--- src/rtl/airlock_pkg.sv ---
// airlock_pkg: shared state codes, direction constants and dwell lookup for the airlock sequencer
//   state_t   : 4-bit sequencer state codes (also driven on the debug state port)
//   DIR_ARR/DIR_DEP : cycle direction encoding (arrival = lake->lab, departure = lab->lake)
//   dwell_of  : cycles a state dwells before its timer expires
package airlock_pkg;

    typedef enum logic [3:0] {
        S_RECOVER = 4'd0,
        S_IDLE    = 4'd1,
        S_FILL    = 4'd2,
        S_OPEN_O  = 4'd3,
        S_WAIT_O  = 4'd4,
        S_CLOSE_O = 4'd5,
        S_DRAIN   = 4'd6,
        S_OPEN_I  = 4'd7,
        S_WAIT_I  = 4'd8,
        S_CLOSE_I = 4'd9
    } state_t;

    localparam logic DIR_ARR = 1'b0;
    localparam logic DIR_DEP = 1'b1;

    // IDLE returns 1 so that its timer load value is simply zero
    function automatic int dwell_of(state_t s, int fill_cyc, int drain_cyc, int door_cyc, int wait_cyc);
        return (s == S_FILL) ? fill_cyc :
               (s == S_DRAIN || s == S_RECOVER) ? drain_cyc :
               (s == S_OPEN_O || s == S_CLOSE_O || s == S_OPEN_I || s == S_CLOSE_I) ? door_cyc :
               (s == S_WAIT_O || s == S_WAIT_I) ? wait_cyc : 1;
    endfunction

endpackage

--- src/rtl/dwell_timer.sv ---
// dwell_timer: loadable down-counter that flags when the current dwell has expired
//   clk, rst : clock, asynchronous active-high reset (counter returns to RST_VAL)
//   i_load   : load strobe, takes i_val on the next edge
//   i_val    : load value (dwell length minus one)
//   o_done   : high while the counter reads zero
module dwell_timer #(
    parameter int         W       = 4,
    parameter logic [W-1:0] RST_VAL = '0
) (
    input  logic         clk,
    input  logic         rst,
    input  logic         i_load,
    input  logic [W-1:0] i_val,
    output logic         o_done
);

    logic [W-1:0] r_cnt;

    always_ff @(posedge clk or posedge rst) begin
        if (rst) r_cnt <= RST_VAL;
        else if (i_load) r_cnt <= i_val;
        else if (r_cnt != '0) r_cnt <= r_cnt - W'(1);
    end

    assign o_done = (r_cnt == '0);

endmodule

--- src/rtl/airlock_seq.sv ---
// airlock_seq: two-door airlock sequencer running full arrival/departure cycles from one request pulse
//   clk, rst           : clock, asynchronous active-high reset
//   appr, dprt         : arrival / departure request pulses (pended until served)
//   occ                : chamber occupancy sensor
//   od_cmd, id_cmd     : outer / inner door drive open
//   fill_v, drain_v    : fill valve / drain pump
//   water              : chamber known full
//   busy               : sequencer not idle
//   appr_ack, dprt_ack : one-cycle pulse when a request is accepted
//   tmo                : one-cycle pulse when no craft entered in time
//   state              : current state code
module airlock_seq
    import airlock_pkg::*;
#(
    parameter int FILL_CYC  = 5,
    parameter int DRAIN_CYC = 5,
    parameter int DOOR_CYC  = 2,
    parameter int WAIT_CYC  = 16
) (
    input  logic       clk,
    input  logic       rst,
    input  logic       appr,
    input  logic       dprt,
    input  logic       occ,
    output logic       od_cmd,
    output logic       id_cmd,
    output logic       fill_v,
    output logic       drain_v,
    output logic       water,
    output logic       busy,
    output logic       appr_ack,
    output logic       dprt_ack,
    output logic       tmo,
    output logic [3:0] state
);

    localparam int MAX_FD  = (FILL_CYC > DRAIN_CYC) ? FILL_CYC : DRAIN_CYC;
    localparam int MAX_DW  = (DOOR_CYC > WAIT_CYC) ? DOOR_CYC : WAIT_CYC;
    localparam int MAX_CYC = (MAX_FD > MAX_DW) ? MAX_FD : MAX_DW;
    localparam int TW      = $clog2(MAX_CYC) + 1;

    state_t          r_state, w_nxt;
    logic            r_dir, r_last_dir, r_loaded, r_appr_pend, r_dprt_pend;
    logic            w_loaded, w_acc_a, w_acc_d, w_tmo, w_done;
    logic            w_req_a, w_req_d, w_pick_dep;
    logic [TW-1:0]   w_load_val;

    assign w_req_a    = r_appr_pend | appr;
    assign w_req_d    = r_dprt_pend | dprt;
    // on a tie the direction not served last goes first
    assign w_pick_dep = w_req_d & (~w_req_a | (r_last_dir == DIR_ARR));
    assign w_load_val = TW'(dwell_of(w_nxt, FILL_CYC, DRAIN_CYC, DOOR_CYC, WAIT_CYC) - 1);
    assign state      = r_state;

    dwell_timer #(.W(TW), .RST_VAL(TW'(DRAIN_CYC - 1))) u_timer (
        .clk    (clk),
        .rst    (rst),
        .i_load (w_nxt != r_state),
        .i_val  (w_load_val),
        .o_done (w_done)
    );

    always_comb begin
        w_nxt    = r_state;
        w_loaded = r_loaded;
        w_acc_a  = 1'b0;
        w_acc_d  = 1'b0;
        w_tmo    = 1'b0;
        case (r_state)
            S_RECOVER: if (w_done) w_nxt = S_IDLE;
            S_IDLE: if (w_req_a | w_req_d) begin
                w_acc_d  = w_pick_dep;
                w_acc_a  = ~w_pick_dep;
                w_loaded = 1'b0;
                w_nxt    = w_pick_dep ? S_OPEN_I : S_FILL;
            end
            S_FILL:    if (w_done) w_nxt = S_OPEN_O;
            S_OPEN_O:  if (w_done) w_nxt = S_WAIT_O;
            // empty chamber waits for entry (bounded); loaded chamber waits for exit (unbounded)
            S_WAIT_O, S_WAIT_I: if (r_loaded ? ~occ : (occ | w_done)) begin
                w_loaded = r_loaded | occ;
                w_tmo    = ~r_loaded & ~occ;
                w_nxt    = (r_state == S_WAIT_O) ? S_CLOSE_O : S_CLOSE_I;
            end
            S_CLOSE_O: if (w_done) w_nxt = S_DRAIN;
            S_DRAIN:   if (w_done) w_nxt = (r_dir == DIR_ARR && r_loaded) ? S_OPEN_I : S_IDLE;
            S_OPEN_I:  if (w_done) w_nxt = S_WAIT_I;
            S_CLOSE_I: if (w_done) w_nxt = (r_dir == DIR_DEP && r_loaded) ? S_FILL : S_IDLE;
            default:   w_nxt = S_RECOVER;
        endcase
    end

    always_ff @(posedge clk or posedge rst) begin
        if (rst) begin
            r_state     <= S_RECOVER;
            r_dir       <= DIR_ARR;
            r_last_dir  <= DIR_DEP;
            r_loaded    <= 1'b0;
            r_appr_pend <= 1'b0;
            r_dprt_pend <= 1'b0;
            od_cmd      <= 1'b0;
            id_cmd      <= 1'b0;
            fill_v      <= 1'b0;
            drain_v     <= 1'b1;
            water       <= 1'b0;
            busy        <= 1'b0;
            appr_ack    <= 1'b0;
            dprt_ack    <= 1'b0;
            tmo         <= 1'b0;
        end else begin
            r_state     <= w_nxt;
            r_loaded    <= w_loaded;
            r_dir       <= (w_acc_a | w_acc_d) ? w_acc_d : r_dir;
            r_last_dir  <= (w_acc_a | w_acc_d) ? w_acc_d : r_last_dir;
            // a request still high during its own ack cycle is the same request, not a new one
            r_appr_pend <= ~w_acc_a & (r_appr_pend | (appr & ~appr_ack));
            r_dprt_pend <= ~w_acc_d & (r_dprt_pend | (dprt & ~dprt_ack));
            od_cmd      <= (w_nxt == S_OPEN_O) | (w_nxt == S_WAIT_O);
            id_cmd      <= (w_nxt == S_OPEN_I) | (w_nxt == S_WAIT_I);
            fill_v      <= (w_nxt == S_FILL);
            drain_v     <= (w_nxt == S_DRAIN) | (w_nxt == S_RECOVER);
            water       <= (r_state == S_FILL && w_nxt != S_FILL) |
                           (water & ~(r_state == S_DRAIN && w_nxt != S_DRAIN));
            busy        <= (w_nxt != S_IDLE);
            appr_ack    <= w_acc_a;
            dprt_ack    <= w_acc_d;
            tmo         <= w_tmo;
        end
    end

endmodule
--- config.mk ---
export PLATFORM = sky130hd
export DESIGN_NAME = airlock_seq
export DESIGN_NICKNAME = d
export VERILOG_FILES = /design/src/rtl/airlock_pkg.sv /design/src/rtl/dwell_timer.sv /design/src/rtl/airlock_seq.sv
export SDC_FILE = /design/constraint.sdc
export NUM_CORES = 1
export LEC_CHECK = 0
export ABC_AREA = 1
export BUFFER_PORTS_ARGS = -buffer_cell sky130_fd_sc_hd__buf_2
export CAP_MARGIN = 20
export CORE_MARGIN = 5
export CORE_UTILIZATION = 53
export DETAILED_ROUTE_END_ITERATION = 6
export PLACE_DENSITY = 0.74
export SYNTH_ARGS = -nofsm -noshare
export SYNTH_HDL_FRONTEND = slang
export SYNTH_SLANG_ARGS = --single-unit
--- constraint.sdc ---
create_clock -name clk -period 2.7 [get_ports clk]
set_input_delay 0.135 -clock clk [delete_from_list [all_inputs] [get_ports clk]]
set_output_delay 0.135 -clock clk [all_outputs]
set_load 0.03 [all_outputs]
==> metrics.md, run 1 <==
| Metric | Value |
|---|---|
| Status | complete, but fails checks |
| Failing checks | negative hold slack |
| Clk buf depth | 2 |
| Crit path max-delay cell type | dfrtp_1 |
| RSZ-0062 raised after global routing | no |
| Period Utilization, post-route | between 90% and 100% |
| H-Tree Depth | 1 |
| Post-synthesis compound-gate area fraction | around 5% |
| Post-synthesis adder-cell area fraction | less than 1% |
| Vias | roughly 1300 |
| Setup tns final | 0 ns |
| First-pass GRT wire length | between 5000 and 6000 um |
| WHS | -0.0250 ns |
| Register area | between 500 and 600 um^2 |
| DIE AREA | 3990 um^2 |
| Simple-gate share of the synthesized area | 46.5% |
| Die Wd | roughly 63 um |
| Sequential-to-total area share from yosys stat | 38.7% |
| Routed WL | 3080 um |
| Final min period | roughly 2.5 ns |
| Worst endpoint required time | around 3 ns |
| Worst-Skew Late Latency | approximately 0.31 ns |
| Global-route usage over all layers | 16.5% |
| Combinational family with the most area after synthesis | simple AND/OR/NAND/NOR gates |
| TritonCTS buffer count | 3 |
| Max_slew headroom | 42.7% |
| Pin count of the biggest net entering global routing | 24 |
| Initial DRC count | 73 |
| Most used cell, CP | nand2_1 |
| Startpoint Class | flop |
| DP HPWL | between 2000 and 2500 um |
| Area taken by multi-input logic gates | slightly below 800 um^2 |
| Reg clk slew, reported paths | 0.13 ns |
| CP cell instances | nor2_4 > nand3_2 > nand2_2 > nand3_2 > nor2_4 > nand2_4 > nor2_2 > o21ai_1 > nand3_1 > nand2_1 > nand2_2 > ha_1 > nand4_1 > nand2_1 > nand2_1 > nor2_1 |
| # diodes | 0 |
| I/O pin cnt | 18 |
| # setup viols final | 0 |
| Die H | ~63 um |
| Clock root cell | clkbuf_4 |
| Initial core utilization | between 50% and 60% |
| Row cnt | 19 |
| TritonCTS clock tree | yes |
| Worst setup EP type | flop |
| Slew Viols, Final | 0 |
| Initial DRT Pass Iterations | 4 |
| Slew @ Worst Pin | 0.858 ns |
| Post-synthesis cell type count | 28 |
| Final #Nets | around 230 |
| Worst-path maximum fanout | 9 |
| Antenna viol nets, final | 0 |
| Post-synthesis mux area share | 0% |
| Yosys warns | 0 |
| # port buffers | 17 |
| WL/cell | 12.3 um |
| Syn nets | a little over 200 |
| Via density | approximately 5.2 |
| Synthesized flop and latch total | 23 |
| DRC | 0 |
| P&R area growth vs syn | 9.94% |
| Cts hold-fix bufs | 0 |
| GPL Wtd Cong | around 0.95 |
| Initial antenna violation count | 0 |
| Critical Path AT | approximately 2.7 ns |
| Clock Skew | between 0.007 and 0.008 ns |
| Congestion Overflow GR | 0 |
| Fin. Hold Viols | 20 |
| Core area | 2730 um^2 |
| Crit path kind | flop to flop |
| Fillers | 242 |
| Worst Hold Class | input pin to asynchronous set/reset pin |
| CP peak stage delay | 0.44 ns |
| Synthesized area | between 1000 and 1500 um^2 |
| Synth Area in XOR/XNOR | 0% |
| Vias in the first global route | 1212 |
| Clk sinks | 23 |
| Max Fclk | around 400 MHz |
| Syn Area/Cell | 7.53 um^2 |
| Share of cells above drive strength 1 | between 30% and 40% |
| MaxCap Viol Count | 0 |
| Post-Syn Instances | 199 |
## logic make-up after synthesis
family	after synthesis
and+or+nand+nor	129
DFF	23
adders and majority gates	1
AOI/OAI and AO/OA	13
buffers and inverters	33
## Yosys cell counts, drive strengths merged
| master | count | share of area, % |
|---|---|---|
| a211oi | 1 | 0.50 |
| o21ai | 5 | 1.7 |
| dfrtp | 20 | 33 |
| nand2 | 69 | 21 |
| nand4 | 6 | 2.9 |
| nor3 | 1 | 0.67 |
| clkinv | 2 | 0.58 |
| nand3 | 24 | 11 |
| dfstp | 3 | 5.3 |
| a21oi | 6 | 2.3 |
| inv | 30 | 7.7 |
| o31ai | 1 | 0.50 |
| or2 | 1 | 0.42 |
| ha | 1 | 0.84 |
| buf | 1 | 0.75 |
| nor2 | 28 | 10 |
## through the flow
stage / setup WS, ns / cells / util [%] / instance area (um^2) / hold WS (ns)
finish: 0.220 / 251 / 60.2 / 1650 / -0.0250
global route: 0.00608 / 251 / 60.2 / 1650 / 0.0556
CTS: 0.162 / 250 / 59.9 / 1640 / 0.00272
detailed placement: 0.197 / 246 / 58.9 / 1610 / 0.353
global placement: 0.273 / 246 / 58.9 / 1610 / 0.341
floorplan: 0.422 / 199 / - / 1500 / 0.135
## registers in the layout, summed over array words and instances (netlist names)
signal	cells
appr_ack	1
busy	1
dprt_ack	1
drain_v	1
fill_v	1
id_cmd	1
od_cmd	1
r_appr_pend	1
r_dir	1
r_dprt_pend	1
r_last_dir	1
r_loaded	1
state	4
tmo	1
u_timer.r_cnt	5
water	1
## worst paths after layout
check	cells after the start	slack (ns)	from	endpoint
setup / recovery	16	0.22	u_timer.r_cnt[4]	u_timer.r_cnt[4]
hold / removal	2	-0.03	rst	dprt_ack
min in group clk	4	0.09	occ	tmo
max in group asynchronous	2	2.13	rst	state[3]
setup reg to reg	16	0.22	u_timer.r_cnt[4]	u_timer.r_cnt[4]
hold reg to reg	1	0.47	appr_ack	r_appr_pend
## cells in the final DEF, fill, tap and decap left out, drive strengths merged
| master | count |
|---|---|
| buf | 18 |
| nand2 | 69 |
| ha | 1 |
| nor2 | 28 |
| nand3 | 24 |
| clkinv | 2 |
| dfstp | 3 |
| inv | 30 |
| o31ai | 1 |
| nand4 | 6 |
| clkbuf | 4 |
| o21ai | 5 |
| a211oi | 1 |
| or2 | 1 |
| nor3 | 1 |
| dfrtp | 20 |
| a21oi | 6 |
## cell type report
type	instances	share of cell area [%]
well taps	31	2.36
repair buffers	18	5.62
clock buffers	4	1.60
flip-flops and latches	23	35.3
multi-input cells	143	47.6
inverters	32	7.52
## critical path: cells and delay by family (launching register included)
kind | cells | cell delay [ns]
compound gates | 1 | 0.12
fa+ha+maj | 1 | 0.20
simple gates | 14 | 1.66
flops | 1 | 0.44
## per-layer routing
metal / GRT usage, % / share of wire, %
met5: 0 / 0
met4: 6.10 / 1.3
met3: 3.55 / 5.2
met2: 25.0 / 48
met1: 23.1 / 46
## what timing repair did
action,4_1_cts,5_1_grt
endpoints found under the hold margin,0,0
setup buffers,0,1
setup endpoints to repair,0,2
gates resized for setup,0,2
Power of run 1 is left out: the tool's default activity adds up to more than one toggle a clock period on the data nets, which glitch-free logic cannot reach.
==> run 2: changes to the inputs <==
RECOVER_POWER = 50   (was not set)
==> run 2 against run 1 <==
  * The run still ends with negative hold slack left
  * Count of clock-buffer cells in the layout did not move
  * Register-to-register slack barely moved
  * Die area unchanged
  * Non-clock buffer count is the same
  * Worst setup slack worse by 0.00053 ns
  * Global-route usage stayed put
  * Critical path depth did not move
  * Cell area decreased by 0.46%
  * Sequential cell count stayed put
  * First-iteration DRC count did not move
  * Worst hold slack barely moved
  * Largest cell class unchanged
==> metrics.md, run 2 (synthesis gave the netlist of run 1 again) <==
| Metric | Value |
|---|---|
| I/O pin cnt | 18 (unchanged) |
| Final cell count without fillers | 251 (unchanged) |
| Congestion Overflow GR | 0 (unchanged) |
| Initial DRT Pass Iterations | 4 (unchanged) |
| Placed Cells | 246 (unchanged) |
| Initial antenna violation count | 0 (unchanged) |
| Commonest non-fill, non-tap cell in the layout | nand2_1 |
| Clk buf depth | 2 (unchanged) |
| Fin. Hold Viols | 20 (unchanged) |
| Cts hold-fix bufs | 0 (unchanged) |
| Max_slew headroom | 42.8% (+0.13 points) |
| M3 GR Usage | 3.55% (unchanged) |
| Routed WL | 3090 um (+0.23%) |
| Worst-path maximum fanout | 9 (unchanged) |
| Grt met1 use | 23.1% (unchanged) |
| Final min period | 2.48 ns (+0.000533 ns) |
| # diodes | 0 (unchanged) |
| P&R area growth vs syn | 9.44% |
| Pin count of the biggest net entering global routing | 24 (unchanged) |
| Period Utilization, post-route | 91.9% (about the same) |
| Core area | 2730 um^2 (unchanged) |
| Setup tns final | 0 ns (unchanged) |
| # port buffers | 17 (unchanged) |
| Die H | 63.2 um (unchanged) |
| Initial core utilization | 54.8% (unchanged) |
| Slew @ Worst Pin | 0.856 ns (-0.00200 ns) |
| DIE AREA | 3990 um^2 (unchanged) |
| DRC | 0 (unchanged) |
| Slew Viols, Final | 0 (unchanged) |
| Reg with most FFs | u_timer.r_cnt |
| Worst setup EP type | flop |
| TritonCTS clock tree | yes |
| Status | complete, but fails checks |
| Worst Hold Class | input pin to asynchronous set/reset pin |
| Worst endpoint required time | 2.95 ns (about the same) |
| H-Tree Depth | 1 (unchanged) |
| Critical Path AT | 2.73 ns (about the same) |
| Via density | 5.24 (+0.46%) |
| Final #Nets | 227 (unchanged) |
| GPL Wtd Cong | 0.948 (unchanged) |
| Global route hottest layer | met2 |
| Max Fclk | 403 MHz (about the same) |
| Global-route usage over all layers | 16.5% (unchanged) |
| Vias | 1316 (+0.46%) |
| Max FFs per register | 5 (unchanged) |
| Antenna viol nets, final | 0 (unchanged) |
| Crit path kind | flop to flop |
| Met2 Use GR | 25.0% (unchanged) |
| Reg clk slew, reported paths | 0.13 ns (about the same) |
| First-pass GRT wire length | 5440 um (unchanged) |
| TritonCTS buffer count | 3 (unchanged) |
| Fillers | 247 (+2.1%) |
| # setup viols final | 0 (unchanged) |
| WHS | -0.0254 ns (-0.000367 ns) |
| Clock Skew | 0.00767 ns (-0.000321 ns) |
| Startpoint Class | flop |
| DP HPWL | 2440 um (unchanged) |
| Die Wd | 63.2 um (unchanged) |
| Row cnt | 19 (unchanged) |
| MaxCap Viol Count | 0 (unchanged) |
| RSZ-0062 raised after global routing | no |
| Clk sinks | 23 (unchanged) |
| Worst-Skew Late Latency | 0.31 ns (about the same) |
| Failing checks | negative hold slack |
| Share of cells above drive strength 1 | 30.9% (-2.7 points) |
| WL/cell | 12.3 um (+0.23%) |
| Vias in the first global route | 1212 (unchanged) |
| Initial DRC count | 73 (unchanged) |
| Commonest cells after routing, fill and taps aside | nand2_1, inv_1, dfrtp_1 |
| Clock root cell | clkbuf_4 |
==> run 2: changes by cell type in the layout (fill, tap and decap cells not counted) <==
cell and change:
buf_2 -6, clkbuf_1 +6
==> run 2: cell type report <==
type	count	area (um^2)	share of cell area (%)
multi-input cells	143	783	47.8
flip-flops and latches	23	582	35.5
inverters	32	124	7.56
repair buffers	18	85.1	5.19
well taps	31	38.8	2.37
clock buffers	4	26.3	1.60
==> run 2: worst paths after layout <==
path | from | end | slack (ns) | cells past startpoint
worst min-delay path | rst | dprt_ack | -0.03 | 2
max in group asynchronous | rst | state[3] | 2.13 | 2
worst max-delay path | u_timer.r_cnt[4] | u_timer.r_cnt[4] | 0.22 | 16
min in group clk | occ | tmo | 0.09 | 4
worst max register to register | u_timer.r_cnt[4] | u_timer.r_cnt[4] | 0.22 | 16
worst min register to register | appr_ack | r_appr_pend | 0.47 | 1
==> run 2: worst max-delay path, stage by stage (launching register included) <==
cell	delay [ns]
dfrtp_1	0.44
nor2_4	0.15
nand3_2	0.19
nand2_2	0.16
nand3_2	0.13
nor2_4	0.12
nand2_4	0.10
nor2_2	0.18
o21ai_1	0.12
nand3_1	0.09
nand2_1	0.08
nand2_2	0.10
ha_1	0.20
nand4_1	0.14
nand2_1	0.08
nand2_1	0.05
nor2_1	0.09
==> run 2: through the flow <==
step	util, %	hold slack, ns	setup slack [ns]	area [um^2]
after floorplan	-	0.135	0.422	1500
after global placement	58.9	0.341	0.273	1610
after detailed placement	58.9	0.353	0.197	1610
after CTS	59.9	0.00272	0.162	1640
after global routing	60.0	0.0556	0.00608	1640
final	60.0	-0.0254	0.220	1640
==> run 2: layer usage <==
metal / vias up / part of all wire, %
li1: 663 / -
met1: 600 / 45
met2: 49 / 48
met3: 4 / 5.9
met4: 0 / 1.3
met5: - / 0
==> run 2: timing repair <==
action                                  4_1_cts  5_1_grt
endpoints found under the setup margin        0        2
setup buffers                                 0        1
resized for setup                             0        2
Power of run 2 is left out for the same reason.
==> run 3: changes to the inputs <==
--- a/config.mk
+++ b/config.mk
@@ -9,8 +9,7 @@
 export BUFFER_PORTS_ARGS = -buffer_cell sky130_fd_sc_hd__buf_2
 export CAP_MARGIN = 20
-export CORE_MARGIN = 5
-export CORE_UTILIZATION = 53
+export CORE_MARGIN = 1.5
+export CORE_UTILIZATION = 45
 export DETAILED_ROUTE_END_ITERATION = 6
-export PLACE_DENSITY = 0.74
 export RECOVER_POWER = 50
 export SYNTH_ARGS = -nofsm -noshare
==> constraint.sdc (replaced) <==
create_clock -name clk -period 2.7 [get_ports clk]
set_input_delay 0.27 -clock clk [delete_from_list [all_inputs] [get_ports clk]]
set_output_delay 0.27 -clock clk [all_outputs]
set_load 0.03 [all_outputs]
==> run 3 against run 2 <==
  * The flow now finishes without violations
  * Sequential share of layout area shrank 0.37 points
  * Cell area grew 0.84%
  * Critical path type unchanged
  * Die area shrank 7.7%
  * Non-clock buffer count shrank 1
  * Critical endpoint unchanged
  * Fmax grew 0.99%
==> metrics.md, run 3 (synthesis gave the netlist of run 1 again) <==
| Metric | Value |
|---|---|
| Status | completed |
| Worst Hold Class | input pin to asynchronous set/reset pin |
| Worst setup EP type | flop |
| Final min period | 2.46 ns (-0.0244 ns) |
| Clock Skew | 0.00176 ns (-0.00591 ns) |
| Die Wd | 60.7 um (-3.9%) |
| Reg2reg setup slack | 0.24 ns (+0.02 ns) |
| Worst-path maximum fanout | 7 (-2) |
| GPL Wtd Cong | 0.894 (-5.7%) |
| # setup viols final | 0 (unchanged) |
| Initial DRT Pass Iterations | 4 (unchanged) |
| Initial core utilization | 48.3% (-6.5 points) |
| Final #Nets | 226 (-0.44%) |
| # diodes | 0 (unchanged) |
| CP Capture Point | u_timer.r_cnt[4] |
| Worst-Skew Late Latency | 0.30 ns (about the same) |
| Commonest cells after routing, fill and taps aside | nand2_1, inv_1, dfrtp_1 |
| # port buffers | 17 (unchanged) |
| Worst endpoint required time | 2.94 ns (about the same) |
| Die H | 60.7 um (-3.9%) |
| Final cell count without fillers | 263 (+4.8%) |
| Initial DRC count | 39 (-47%) |
| Row cnt | 20 (+1) |
| Post CTS Setup Buffer Count | 0 (unchanged) |
| DP HPWL | 2350 um (-3.5%) |
| Period Utilization, post-route | 91.0% (-0.90 points) |
| Slew @ Worst Pin | 0.849 ns (-0.00777 ns) |
| Clk sinks | 23 (unchanged) |
| Reg with most FFs | u_timer.r_cnt |
| DRC | 0 (unchanged) |
| Antenna viol nets, final | 0 (unchanged) |
| Max Fclk | 407 MHz (+0.99%) |
| Congestion Overflow GR | 0 (unchanged) |
| Placed Cells | 259 (+5.3%) |
| Initial antenna violation count | 0 (unchanged) |
| Fillers | 332 (+34%) |
| I/O pin cnt | 18 (unchanged) |
| Max FFs per register | 5 (unchanged) |
| Reg clk slew, reported paths | 0.12 ns (about the same) |
| Slew Viols, Final | 0 (unchanged) |
| Core area | 3100 um^2 (+14%) |
| Pin count of the biggest net entering global routing | 24 (unchanged) |
| R2r endpoint | u_timer.r_cnt[4] |
| Share of cells above drive strength 1 | 30.1% (-0.77 points) |
| Fin. Hold Viols | 0 (-100%) |
| First-pass GRT wire length | 5310 um (-2.3%) |
| H-Tree Depth | 1 (unchanged) |
| Global-route usage over all layers | 19.1% (+2.5 points) |
| Clock root cell | clkbuf_4 |
| R2R cell count | 16 (unchanged) |
| Commonest non-fill, non-tap cell in the layout | nand2_1 |
| Crit path kind | flop to flop |
| Setup tns final | 0 ns (unchanged) |
| Cts hold-fix bufs | 0 (unchanged) |
| Vias in the first global route | 1199 (-1.1%) |
| Pre-CTS WS | 0.259 ns (+0.0622 ns) |
| WL/cell | 11.2 um (-9.0%) |
| Origin of the critical flop-to-flop path | u_timer.r_cnt[4] |
| TritonCTS clock tree | yes |
| Crit path from | u_timer.r_cnt[4] |
| DIE AREA | 3680 um^2 (-7.7%) |
| TritonCTS buffer count | 3 (unchanged) |
| Clk buf depth | 2 (unchanged) |
| Startpoint Class | flop |
| Final setup margin | 0.244 ns (+0.0244 ns) |
| Critical Path AT | 2.70 ns (-0.03 ns) |
| RSZ-0062 raised after global routing | no |
| Via density | 4.85 (-7.5%) |
| Vias | 1276 (-3.0%) |
| P&R area growth vs syn | 10.4% |
| Routed WL | 2940 um (-4.6%) |
| MaxCap Viol Count | 0 (unchanged) |
| Max_slew headroom | 43.4% (+0.52 points) |
-- run 3: how the worst min path moves through the flow --
stage / endpoint / slack [ns] / depth (start not counted)
floorplan: appr_ack / 0.27 / 1
global route: u_timer.r_cnt[1] / 0.18 / 2
detailed placement: r_appr_pend / 0.46 / 1
global placement: r_appr_pend / 0.44 / 1
finish: r_dir / 0.12 / 2
CTS: u_timer.r_cnt[1] / 0.13 / 2
-- run 3: layout make-up --
class	instances	area, um^2	area share, %
well taps	44	55.1	3.33
flip-flops and latches	23	581	35.1
repair buffers	17	77.6	4.69
inverters	32	124	7.49
clock buffers	4	26.3	1.59
multi-input cells	143	790	47.8
-- run 3: stage by stage --
step	hold WS, ns	area [um^2]	util [%]
2_1_floorplan	0.270	1500	-
3_5_place_dp	0.456	1630	52.4
6_report	0.115	1650	53.3
3_3_place_gp	0.441	1630	52.4
4_1_cts	0.134	1650	53.3
5_1_grt	0.178	1650	53.3
-- run 3: worst max-delay path, cell delays in order (launching register included) --
cell and delay, ns:
dfrtp_1 0.42, nor2_4 0.16, inv_1 0.06, nor2_2 0.21, nand2_1 0.14, nand3_2 0.18, o21ai_0 0.12, a21oi_2 0.20
nand2_4 0.11, inv_4 0.08, nand2_1 0.07, nand2_2 0.10, ha_1 0.20, nand4_1 0.13, nand2_1 0.08, nand2_1 0.04
nor2_1 0.07
-- run 3: layer usage --
layer | GRT usage [%] | routed length (um) | up-vias
li1 | - | - | 670
met1 | 25.7 | 1440 | 578
met2 | 30.7 | 1370 | 24
met3 | 3.20 | 94 | 4
met4 | 7.45 | 36 | 0
met5 | 0 | 0 | -
-- run 3: repair_timing --
action	4_1_cts	5_1_grt
setup endpoints to repair	0	2
hold endpoints to repair	0	0
resized for setup	0	2
Power of run 3 is left out for the same reason.
